==> config.mk <==
export PLATFORM = sky130hd
export DESIGN_NAME = seq_alu
export DESIGN_NICKNAME = d
export VERILOG_FILES = /design/src/rtl/seq_alu.sv
export SDC_FILE = /design/constraint.sdc
export NUM_CORES = 1
export LEC_CHECK = 0
export CELL_PAD_IN_SITES_DETAIL_PLACEMENT = 1
export CELL_PAD_IN_SITES_GLOBAL_PLACEMENT = 1
export CORE_ASPECT_RATIO = 1.1
export CORE_MARGIN = 2
export CORE_UTILIZATION = 37
export CTS_CLUSTER_SIZE = 10
export DETAILED_ROUTE_END_ITERATION = 7
export PLACE_DENSITY = 0.73
export SYNTH_ARGS = -nofsm -noshare
export SYNTH_HDL_FRONTEND = slang
export SYNTH_SLANG_ARGS = --single-unit
==> constraint.sdc <==
create_clock -name clk -period 4 [get_ports clk]
set_input_delay 0.6 -clock clk [delete_from_list [all_inputs] [get_ports clk]]
set_output_delay 0.6 -clock clk [all_outputs]
set_load 0.03 [all_outputs]
==> src/rtl/seq_alu.sv <==
// Multicycle ALU with start/done handshake: single-cycle logic ops, shift-add multiply,
// and an optional restoring divider enabled by defining SEQ_ALU_DIV_EN.
module seq_alu #(
  parameter  int WIDTH = 16,
  localparam int CNT_W = $clog2(WIDTH + 1)
) (
  input  logic             clk,
  input  logic             rst,
  input  logic             start,
  input  logic [2:0]       alu_op,
  input  logic [WIDTH-1:0] a,
  input  logic [WIDTH-1:0] b,
  output logic [WIDTH-1:0] w,
  output logic [WIDTH-1:0] w_hi,
  output logic             zero,
  output logic             busy,
  output logic             done,
  output logic             err
);

  typedef enum logic [1:0] {IDLE, RUN, DONE} state_e;

  state_e           state_q, state_d;
  logic [CNT_W-1:0] cnt_q, cnt_d;
  logic [WIDTH-1:0] opnd_q, opnd_d, hi_q, hi_d, lo_q, lo_d;
  logic [WIDTH-1:0] w_q, w_d, w_hi_q, w_hi_d;
  logic             zero_q, zero_d, err_q, err_d;

  logic             start_long;
  logic [WIDTH-1:0] sc_w;
  logic             sc_err;
  logic [WIDTH:0]   mul_sum;
  logic [WIDTH-1:0] mul_hi_nx, mul_lo_nx;
  logic [WIDTH-1:0] step_hi, step_lo, fin_w, fin_hi;
  logic             fin_err;

  // {hi, lo} is the product register; lo starts as the multiplier and drains out the right
  assign mul_sum   = lo_q[0] ? ({1'b0, hi_q} + {1'b0, opnd_q}) : {1'b0, hi_q};
  assign mul_hi_nx = mul_sum[WIDTH:1];
  assign mul_lo_nx = {mul_sum[0], lo_q[WIDTH-1:1]};

`ifdef SEQ_ALU_DIV_EN
  logic [2:0]       op_q, op_d;
  logic [WIDTH:0]   div_shift;
  logic             div_ge;
  logic [WIDTH-1:0] div_rem_nx, div_quo_nx;

  // hi holds the partial remainder, lo shifts the dividend out and the quotient in
  assign div_shift  = {hi_q, lo_q[WIDTH-1]};
  assign div_ge     = div_shift >= {1'b0, opnd_q};
  assign div_rem_nx = div_ge ? (div_shift[WIDTH-1:0] - opnd_q) : div_shift[WIDTH-1:0];
  assign div_quo_nx = {lo_q[WIDTH-2:0], div_ge};
  assign start_long = alu_op[2] & (alu_op[1] | alu_op[0]);

  always_comb begin
    step_hi = mul_hi_nx;
    step_lo = mul_lo_nx;
    fin_w   = mul_lo_nx;
    fin_hi  = mul_hi_nx;
    fin_err = 1'b0;
    if (op_q != 3'b101) begin
      step_hi = div_rem_nx;
      step_lo = div_quo_nx;
      fin_err = (opnd_q == '0);
      fin_w   = (op_q == 3'b110) ? div_quo_nx : div_rem_nx;
      fin_hi  = (op_q == 3'b110) ? div_rem_nx : div_quo_nx;
    end
  end
`else
  assign start_long = (alu_op == 3'b101);
  assign step_hi    = mul_hi_nx;
  assign step_lo    = mul_lo_nx;
  assign fin_w      = mul_lo_nx;
  assign fin_hi     = mul_hi_nx;
  assign fin_err    = 1'b0;
`endif

  // Without the divider, ops 110/111 fall to the default arm and flag err
  always_comb begin
    sc_w   = '0;
    sc_err = 1'b0;
    case (alu_op)
      3'b000:  sc_w = a + b;
      3'b001:  sc_w = a - b;
      3'b010:  sc_w = a & b;
      3'b011:  sc_w = ~b;
      3'b100:  sc_w = a;
      default: sc_err = 1'b1;
    endcase
  end

  always_comb begin
    state_d = state_q;
    cnt_d   = cnt_q;
    opnd_d  = opnd_q;
    hi_d    = hi_q;
    lo_d    = lo_q;
    w_d     = w_q;
    w_hi_d  = w_hi_q;
    zero_d  = zero_q;
    err_d   = err_q;
`ifdef SEQ_ALU_DIV_EN
    op_d    = op_q;
`endif
    case (state_q)
      RUN: begin
        cnt_d = cnt_q - CNT_W'(1);
        hi_d  = step_hi;
        lo_d  = step_lo;
        if (cnt_q == CNT_W'(1)) begin
          state_d = DONE;
          w_d     = fin_w;
          w_hi_d  = fin_hi;
          zero_d  = (fin_w == '0);
          err_d   = fin_err;
        end
      end
      default: begin
        state_d = IDLE;
        if (start) begin
          if (start_long) begin
            state_d = RUN;
            cnt_d   = CNT_W'(WIDTH);
            hi_d    = '0;
            opnd_d  = a;
            lo_d    = b;
`ifdef SEQ_ALU_DIV_EN
            op_d    = alu_op;
            if (alu_op != 3'b101) begin
              opnd_d = b;
              lo_d   = a;
            end
`endif
          end else begin
            state_d = DONE;
            w_d     = sc_w;
            w_hi_d  = '0;
            zero_d  = (sc_w == '0);
            err_d   = sc_err;
          end
        end
      end
    endcase
  end

  always_ff @(posedge clk) begin
    if (rst) begin
      state_q <= IDLE;
      cnt_q   <= '0;
      opnd_q  <= '0;
      hi_q    <= '0;
      lo_q    <= '0;
      w_q     <= '0;
      w_hi_q  <= '0;
      zero_q  <= 1'b1;
      err_q   <= 1'b0;
`ifdef SEQ_ALU_DIV_EN
      op_q    <= '0;
`endif
    end else begin
      state_q <= state_d;
      cnt_q   <= cnt_d;
      opnd_q  <= opnd_d;
      hi_q    <= hi_d;
      lo_q    <= lo_d;
      w_q     <= w_d;
      w_hi_q  <= w_hi_d;
      zero_q  <= zero_d;
      err_q   <= err_d;
`ifdef SEQ_ALU_DIV_EN
      op_q    <= op_d;
`endif
    end
  end

  assign w    = w_q;
  assign w_hi = w_hi_q;
  assign zero = zero_q;
  assign err  = err_q;
  assign busy = (state_q == RUN);
  assign done = (state_q == DONE);

endmodule

==> impl_summary.txt, run 1 <==
----------------------------------------------------
[Worst setup path]
  Worst setup path class ... input port to register
  Register-to-register path setup slack ... 1.03 ns
  Worst Setup End Kind ... register
  Data required time of the worst path ... 4.29 ns
  Maximum fanout along the worst path ... 3
  Startpoint Class ... input port
  Worst path arrival time ... 4.18 ns

[Finish]
  Number of diodes added for antenna fixing ... 0
  Layout cells sized above 1 ... 15.3%
  Synthesis-to-finish area growth ... 31.2%
  Filler cell count in the final layout ... 1957
  Final Non-Filler Cells ... 1108
  Net count reported at finish ... 978

[Synth]
  Simple-gate share of the synthesized area ... 23.1%
  EDFF count, synth ... 0
  Cells taking the most area after synthesis ... sky130_fd_sc_hd__dfxtp_1, sky130_fd_sc_hd__ha_1, sky130_fd_sc_hd__a21oi_1
  Distinct cell type count of the synthesized netlist ... 75
  Synthesized area per cell ... 7.59 um2
  Gate count of the mapped netlist ... 784
  Syn. warnings ... 0
  Area share of xor/xnor cells in the synthesized design ... 4.42%
  Dominant synthesized flop cell ... sky130_fd_sc_hd__dfxtp_1
  Share of synthesized flip-flops with an asynchronous set or reset ... 0%
  Compound-Gate Fraction of Synth Area ... 27.0%
  Adder-cell area share of the yosys netlist ... 8.03%
  Main combinational cell family by area after synthesis ... compound AO/OA/AOI/OAI gates
  Sequential area share after synthesis ... 29.9%
  Synthesized area ... 0.00595 mm2
  Mapped Nets ... 859
  Post-synthesis mux area share ... 1.87%
  Library cell with the largest summed area after synthesis ... sky130_fd_sc_hd__dfxtp_1
  Total of flip-flops plus latches after synthesis ... 89
  Top cell type's share of synthesized area ... 29.9%

[Timing]
  Worst-case clock skew ... 0.00857 ns
  Hold Worst Slack ... 0.451 ns
  Minimum period implied by the final worst setup slack ... 3.89 ns
  Relative slew margins ... 33.3%
  Setup violation total in the final timing report ... 0
  Max-slew violation count ... 0
  Maximum clock rate ... 0.257 GHz
  Count of final hold-check violations ... 0
  Slew @ Worst Pin ... 0.998 ns
  Share of the clock period used by the worst path after layout ... 97.1%

[Clocking]
  Total of hold buffers inserted after clock tree synthesis ... 0
  Clock tree from TritonCTS ... built
  Clock transition at path regs ... 0.07 ns
  Clock sinks ... 89
  Post-CTS setup-driven buffer insertion count ... 0
  Num CTS Buffers ... 9
  Root buffer cell ... sky130_fd_sc_hd__clkbuf_16
  Clock tree buffer depth ... 2
  H-tree level count ... 3
  Clock latency reported for the late side of the worst-skew pair ... 0.35 ns

[Placed design]
  Quantity of I/O buffers inserted on ports ... 73
  Total half-perimeter wirelength after legalization and detailed placement ... 16100 um
  Cell Count Post-Placement ... 1092
  Placer Congestion ... 0.833

[Min path]
  Worst hold path type ... register to register

[GRT]
  Combined global-route utilization of all metal layers ... 24.1%
  Wire length of the first global-routing pass ... 33100 um
  Number of antenna violations at the first check in global routing ... 0
  Total congestion overflow ... 0
  Vias in the first global route ... 6506
  Pin count of the biggest net entering global routing ... 36

[Die]
  Die width ... 125 um
  DIE AREA ... 0.0171 mm2
  Core outline area ... 0.0157 mm2
  Y dimension of the die ... 137 um
  Starting density of the core ... 37.8%
  Num rows ... 48
  Io pins ... 74

[Drt]
  Antenna Violating Nets Remaining ... 0
  DR vias ... 6244
  Residual DRC ... 0
  Iteration-0 DRC count of the detailed router ... 334
  Post-detailed-route via-to-cell ratio ... 5.64
  Detailed-router iteration count before antenna repair ... 5
  Total Routed Length ... 20700 um
  Average routed wire per standard cell ... 18.7 um

[Power]
  Leakage Power ... 0.00311 uW
  Power density over cell area ... 328 mW/mm2
  Peak ir drop on the vdd network ... 181 uV

[Job]
  Max-Cap Viols ... 0

[Run status]
  Status ... completed

----------------------------------------------------
[state kept, by name, indices dropped and copies added, names as in the netlist]
signal   count
w           16
lo_q        16
state_q      2
opnd_q      16
w_hi        16
hi_q        16
cnt_q        5
err          1
zero         1
[synth_stat cells, types with 3 or more instances]
master	instances
sky130_fd_sc_hd__mux2i_1	10
sky130_fd_sc_hd__nand3_1	10
sky130_fd_sc_hd__nand3b_1	9
sky130_fd_sc_hd__a211o_1	3
sky130_fd_sc_hd__o32ai_1	9
sky130_fd_sc_hd__o41ai_1	4
sky130_fd_sc_hd__a21oi_1	87
sky130_fd_sc_hd__buf_2	7
sky130_fd_sc_hd__o221ai_1	3
sky130_fd_sc_hd__nor3b_1	4
sky130_fd_sc_hd__a31oi_1	9
sky130_fd_sc_hd__o31ai_1	6
sky130_fd_sc_hd__nor2b_1	10
sky130_fd_sc_hd__a311oi_1	17
sky130_fd_sc_hd__o21ai_0	29
sky130_fd_sc_hd__nor4_1	5
sky130_fd_sc_hd__o21a_1	9
sky130_fd_sc_hd__inv_1	29
sky130_fd_sc_hd__nand2b_1	13
sky130_fd_sc_hd__xnor2_1	20
sky130_fd_sc_hd__and3_1	3
sky130_fd_sc_hd__clkbuf_1	36
sky130_fd_sc_hd__or3_1	7
sky130_fd_sc_hd__a211oi_1	14
sky130_fd_sc_hd__nand4_1	4
sky130_fd_sc_hd__o22ai_1	3
sky130_fd_sc_hd__xor2_1	10
sky130_fd_sc_hd__dfxtp_1	89
sky130_fd_sc_hd__o211ai_1	3
sky130_fd_sc_hd__nor2_1	95
sky130_fd_sc_hd__nand2_1	109
sky130_fd_sc_hd__ha_1	35
sky130_fd_sc_hd__nor3_1	18
sky130_fd_sc_hd__buf_1	5
sky130_fd_sc_hd__a21o_1	9
[area by class of cell]
class                           instances  area (um2)  share of cell area [%]
Clock buffer                           10         239                    3.06
Clock inverter                          6        87.6                    1.12
Inverter                               29         109                    1.39
Multi-Input combinational cell        615        3970                    50.8
Sequential cell                        89        1780                    22.8
Tap cell                              200         250                    3.21
Timing Repair Buffer                  159        1370                    17.6
[cells in the final DEF, fill, tap and decap left out, types with 4 or more instances in the layout]
| cell | instances |
|---|---|
| sky130_fd_sc_hd__xor2_1 | 10 |
| sky130_fd_sc_hd__nor3_2 | 4 |
| sky130_fd_sc_hd__o32ai_1 | 9 |
| sky130_fd_sc_hd__o21a_1 | 9 |
| sky130_fd_sc_hd__a211oi_1 | 13 |
| sky130_fd_sc_hd__a21o_1 | 9 |
| sky130_fd_sc_hd__mux2i_1 | 10 |
| sky130_fd_sc_hd__o31ai_1 | 4 |
| sky130_fd_sc_hd__a31oi_1 | 8 |
| sky130_fd_sc_hd__xnor2_1 | 20 |
| sky130_fd_sc_hd__dfxtp_1 | 89 |
| sky130_fd_sc_hd__nand3_1 | 10 |
| sky130_fd_sc_hd__inv_1 | 29 |
| sky130_fd_sc_hd__clkbuf_16 | 9 |
| sky130_fd_sc_hd__nor2_1 | 95 |
| sky130_fd_sc_hd__a311oi_1 | 17 |
| sky130_fd_sc_hd__nand4_1 | 4 |
| sky130_fd_sc_hd__nor4_1 | 5 |
| sky130_fd_sc_hd__nand3b_1 | 9 |
| sky130_fd_sc_hd__ha_1 | 33 |
| sky130_fd_sc_hd__nand2b_1 | 11 |
| sky130_fd_sc_hd__nand2_1 | 109 |
| sky130_fd_sc_hd__clkdlybuf4s50_1 | 72 |
| sky130_fd_sc_hd__a21oi_1 | 84 |
| sky130_fd_sc_hd__nor3_1 | 15 |
| sky130_fd_sc_hd__or3_1 | 7 |
| sky130_fd_sc_hd__buf_4 | 86 |
| sky130_fd_sc_hd__nor2b_1 | 9 |
| sky130_fd_sc_hd__o21ai_0 | 26 |
[timing repair]
item                       CTS  global route
setup endpoints to repair    1             5
pin swaps                    0             4
gates resized for setup      1            25
[per-layer routing]
metal  up-vias  part of all wire, %  track usage, %
met5         -                    0               0
met3        38                  2.9            2.35
met2       140                   51            44.8
met4         0                  3.1            9.81
li1       3048                    -               -
met1      3018                   43            28.5
[worst max-delay path, cell delays in order]
cell,delay [ns]
sky130_fd_sc_hd__clkdlybuf4s50_1,0.42
sky130_fd_sc_hd__inv_1,0.08
sky130_fd_sc_hd__ha_1,0.17
sky130_fd_sc_hd__nand2b_1,0.08
sky130_fd_sc_hd__nand2b_4,0.16
sky130_fd_sc_hd__o31ai_2,0.23
sky130_fd_sc_hd__xor2_1,0.22
sky130_fd_sc_hd__ha_1,0.29
sky130_fd_sc_hd__a21o_1,0.19
sky130_fd_sc_hd__a21o_1,0.20
sky130_fd_sc_hd__o21a_1,0.22
sky130_fd_sc_hd__a211oi_4,0.24
sky130_fd_sc_hd__xnor2_1,0.13
sky130_fd_sc_hd__a2111oi_0,0.34
sky130_fd_sc_hd__and4_1,0.22
sky130_fd_sc_hd__nor4bb_2,0.21
sky130_fd_sc_hd__o32a_2,0.17
[power by group]
| group | switching [uW] | internal (uW) |
|---|---|---|
| Sequential | 19.5 | 914 |
| Combinational | 371 | 315 |
| Clock | 378 | 567 |
| Total | 768 | 1800 |
[logic make-up (layout without fill, tap and decap cells)]
| group | after synthesis | after routing |
|---|---|---|
| AOI/OAI and AO/OA | 237 | 237 |
| xor gates and xnor gates | 30 | 30 |
| adders and majority gates | 37 | 37 |
| buffers and inverters | 80 | 204 |
| DFF | 89 | 89 |
| muxes | 11 | 11 |
| and+or+nand+nor | 300 | 300 |
[through the flow]
stage | area [um2] | total power, uW | util [%] | TNS [ns] | setup WS, ns
2_1_floorplan | 5950 | 1320 | - | 0 | 0.116
3_3_place_gp | 7360 | 1580 | 46.7 | -0.643 | -0.223
3_5_place_dp | 7360 | 1610 | 46.7 | -1.37 | -0.406
4_1_cts | 7690 | 2550 | 48.9 | 0 | 0.00720
5_1_grt | 7810 | 2670 | 49.6 | -0.0976 | -0.0621
6_report | 7810 | 2560 | 49.6 | 0 | 0.114
[final timing paths]
check	start	depth (start not counted)	to
max	b[1]	17	zero
min	w_hi[12]	2	w_hi[12]
max reg2reg	hi_q[0]	12	w_hi[13]
min reg2reg	w_hi[12]	2	w_hi[12]
No activity file was read; power rests on OpenSTA's default activity.
==> run 2, diff against run 1 <==
--- a/config.mk
+++ b/config.mk
@@ -10,6 +10,7 @@
 export CORE_ASPECT_RATIO = 1.1
 export CORE_MARGIN = 2
 export CORE_UTILIZATION = 37
+export CTS_CLUSTER_DIAMETER = 80
 export CTS_CLUSTER_SIZE = 10
 export DETAILED_ROUTE_END_ITERATION = 7
 export PLACE_DENSITY = 0.73
==> results of run 2 <==
The final DEF is identical to that of run 1; final timing and power are the same.
==> run 3, diff against run 2 <==
--- a/config.mk
+++ b/config.mk
@@ -8,7 +8,7 @@
 export CELL_PAD_IN_SITES_DETAIL_PLACEMENT = 1
 export CELL_PAD_IN_SITES_GLOBAL_PLACEMENT = 1
 export CORE_ASPECT_RATIO = 1.1
-export CORE_MARGIN = 2
+export CORE_MARGIN = 5
 export CORE_UTILIZATION = 37
 export CTS_CLUSTER_DIAMETER = 80
 export CTS_CLUSTER_SIZE = 10
==> run 3 against run 2 <==
  * Critical path depth stayed put
  * Final cell count shrank 0.54%
  * Worst hold slack worse by 0.012 ns
  * Combinational power is 2% lower
  * Global-route usage shrank 1.3 points
  * Worst setup slack improved by 0.080 ns
  * Power is 0.94% lower
==> impl_summary.txt, run 3 (synthesis results as in run 1) <==
----------------------------------------------------
[Worst setup path]
  Worst path arrival time ... 4.10 ns (-0.08 ns)
  Reg2Reg Capture Point ... w_hi[13]
  Worst setup path class ... input port to register
  Cell count of the worst reg-to-reg path ... 12 (unchanged)
  Critical R2R Launch ... hi_q[0]
  Startpoint Class ... input port
  Worst Setup End Kind ... register
  Data required time of the worst path ... 4.30 ns (about the same)
  Maximum fanout along the worst path ... 5 (+2)
  Register-to-register path setup slack ... 0.92 ns (-0.11 ns)

[Run status]
  Status ... completed

[GRT]
  Number of antenna violations at the first check in global routing ... 0 (unchanged)
  Total congestion overflow ... 0 (unchanged)
  Wire length of the first global-routing pass ... 34100 um (+2.7%)
  Combined global-route utilization of all metal layers ... 22.7% (-1.3 points)
  Vias in the first global route ... 6733 (+3.5%)
  Pin count of the biggest net entering global routing ... 55 (+53%)

[Min path]
  Worst hold path type ... register to register
  Cell depth of the worst min-delay path ... 2 (unchanged)
  Startpoint of the lowest-slack hold path ... w_hi[12]
  Worst hold path endpoint ... w_hi[12]

[Drt]
  DR vias ... 6231 (-0.21%)
  Detailed-router iteration count before antenna repair ... 4 (-1)
  Total Routed Length ... 20800 um (+0.29%)
  Post-detailed-route via-to-cell ratio ... 5.65 (+0.34%)
  Antenna Violating Nets Remaining ... 0 (unchanged)
  Iteration-0 DRC count of the detailed router ... 430 (+29%)
  Residual DRC ... 0 (unchanged)
  Average routed wire per standard cell ... 18.9 um (+0.84%)

[Clocking]
  H-tree level count ... 3 (unchanged)
  Total of hold buffers inserted after clock tree synthesis ... 0 (unchanged)
  Num CTS Buffers ... 9 (unchanged)
  Clock tree buffer depth ... 2 (unchanged)
  Clock latency reported for the late side of the worst-skew pair ... 0.35 ns (about the same)
  Root buffer cell ... sky130_fd_sc_hd__clkbuf_16
  Clock tree from TritonCTS ... built
  Clock transition at path regs ... 0.07 ns (about the same)
  Post-CTS setup-driven buffer insertion count ... 0 (unchanged)
  Clock sinks ... 89 (unchanged)

[Die]
  Starting density of the core ... 37.8% (unchanged)
  Io pins ... 74 (unchanged)
  Die width ... 131 um (+4.8%)
  DIE AREA ... 0.0187 mm2 (+9.4%)
  Core outline area ... 0.0157 mm2 (unchanged)
  Y dimension of the die ... 143 um (+4.4%)
  Num rows ... 48 (unchanged)

[Finish]
  Utilization after layout ... 49.3% (-0.26 points)
  Commonest non-fill, non-tap cells in the layout ... sky130_fd_sc_hd__nand2_1, sky130_fd_sc_hd__nor2_1, sky130_fd_sc_hd__dfxtp_1
  Final instance area ... 0.00776 mm2 (-0.53%)
  Net count reported at finish ... 972 (-0.61%)
  Filler cell count in the final layout ... 1948 (-0.46%)
  Layout cells sized above 1 ... 15.0% (-0.34 points)
  Number of diodes added for antenna fixing ... 0 (unchanged)
  Leading cell type in the layout, fill and taps excluded ... sky130_fd_sc_hd__nand2_1
  Synthesis-to-finish area growth ... 30.5%

[Placed design]
  Dpl cell area ... 0.00731 mm2 (-0.61%)
  Quantity of I/O buffers inserted on ports ... 73 (unchanged)
  Total half-perimeter wirelength after legalization and detailed placement ... 16400 um (+1.5%)
  Placer Congestion ... 0.864 (+3.7%)

[Power]
  Peak ir drop on the vdd network ... 188 uV (+4.2%)
  Leakage Power ... 0.00308 uW (-1.2%)
  Power density over cell area ... 327 mW/mm2 (-0.41%)

[Timing]
  Setup violation total in the final timing report ... 0 (unchanged)
  Count of final hold-check violations ... 0 (unchanged)
  Share of the clock period used by the worst path after layout ... 95.2% (-2.0 points)
  Minimum period implied by the final worst setup slack ... 3.81 ns (-0.0796 ns)
  Maximum clock rate ... 0.263 GHz (+2.1%)
  Hold Worst Slack ... 0.438 ns (-0.0123 ns)
  Worst-case clock skew ... 0.00791 ns (-0.000657 ns)
  Max-slew violation count ... 0 (unchanged)
  Relative slew margins ... 36.6% (+3.4 points)
  Slew @ Worst Pin ... 0.947 ns (-0.0503 ns)

[Job]
  Max-Cap Viols ... 0 (unchanged)

----------------------------------------------------
==> run 3: repair_timing <==
item	4_1_cts	5_1_grt
pin swaps	1	11
endpoints found under the setup margin	1	6
gates resized for setup	4	25
endpoints found under the hold margin	0	0
==> run 3: final cells by class <==
type / instances / area (um2) / area share [%]
sequential: 89 / 1780 / 22.9
clock inverter: 7 / 98.8 / 1.27
timing repair buffer: 153 / 1330 / 17.1
tap: 200 / 250 / 3.22
clock buffer: 9 / 225 / 2.90
inverter: 29 / 109 / 1.40
multi-input combinational: 615 / 3970 / 51.2
==> run 3: critical path, stage by stage <==
cell and delay (ns):
sky130_fd_sc_hd__clkdlybuf4s50_1 0.44, sky130_fd_sc_hd__buf_4 0.16, sky130_fd_sc_hd__nor3_2 0.22, sky130_fd_sc_hd__and3b_2 0.27, sky130_fd_sc_hd__a21oi_1 0.10, sky130_fd_sc_hd__xnor2_1 0.13, sky130_fd_sc_hd__ha_1 0.37, sky130_fd_sc_hd__nand3_1 0.14
sky130_fd_sc_hd__buf_4 0.17, sky130_fd_sc_hd__nor3_1 0.13, sky130_fd_sc_hd__buf_4 0.16, sky130_fd_sc_hd__a21oi_2 0.06, sky130_fd_sc_hd__or3b_1 0.39, sky130_fd_sc_hd__a31oi_2 0.22, sky130_fd_sc_hd__and4_1 0.22, sky130_fd_sc_hd__nor4bb_4 0.18
sky130_fd_sc_hd__o32a_2 0.15
==> run 3: where the power goes <==
group,switching [uW],internal [uW]
clock,380,553
sequential,19.8,914
combinational,369,304
total,769,1770
==> run 3: layer usage <==
layer	vias up	GRT usage [%]	share of wire, %
met5	-	0	0
met1	3064	27.2	42
met4	0	8.45	2.8
met2	102	41.5	52
met3	29	2.32	2.9
li1	3036	-	-
==> run 3: how the worst max path moves through the flow <==
stage,startpoint,end,slack (ns)
after floorplan,alu_op[1],zero,0.12
after global placement,b[1],zero,-0.20
after detailed placement,b[1],zero,-0.39
after CTS,b[1],zero,0.02
after global routing,alu_op[1],w[12],-0.04
final,b[1],zero,0.19
==> run 3: per-stage QoR <==
step                TNS [ns]  std cells  setup slack, ns  power [uW]
floorplan                  0        784            0.116        1320
global placement      -0.463       1086           -0.199        1570
detailed placement     -1.34       1086           -0.394        1600
CTS                        0       1102           0.0159        2530
global route         -0.0509       1102          -0.0395        2650
finish                     0       1102            0.194        2540
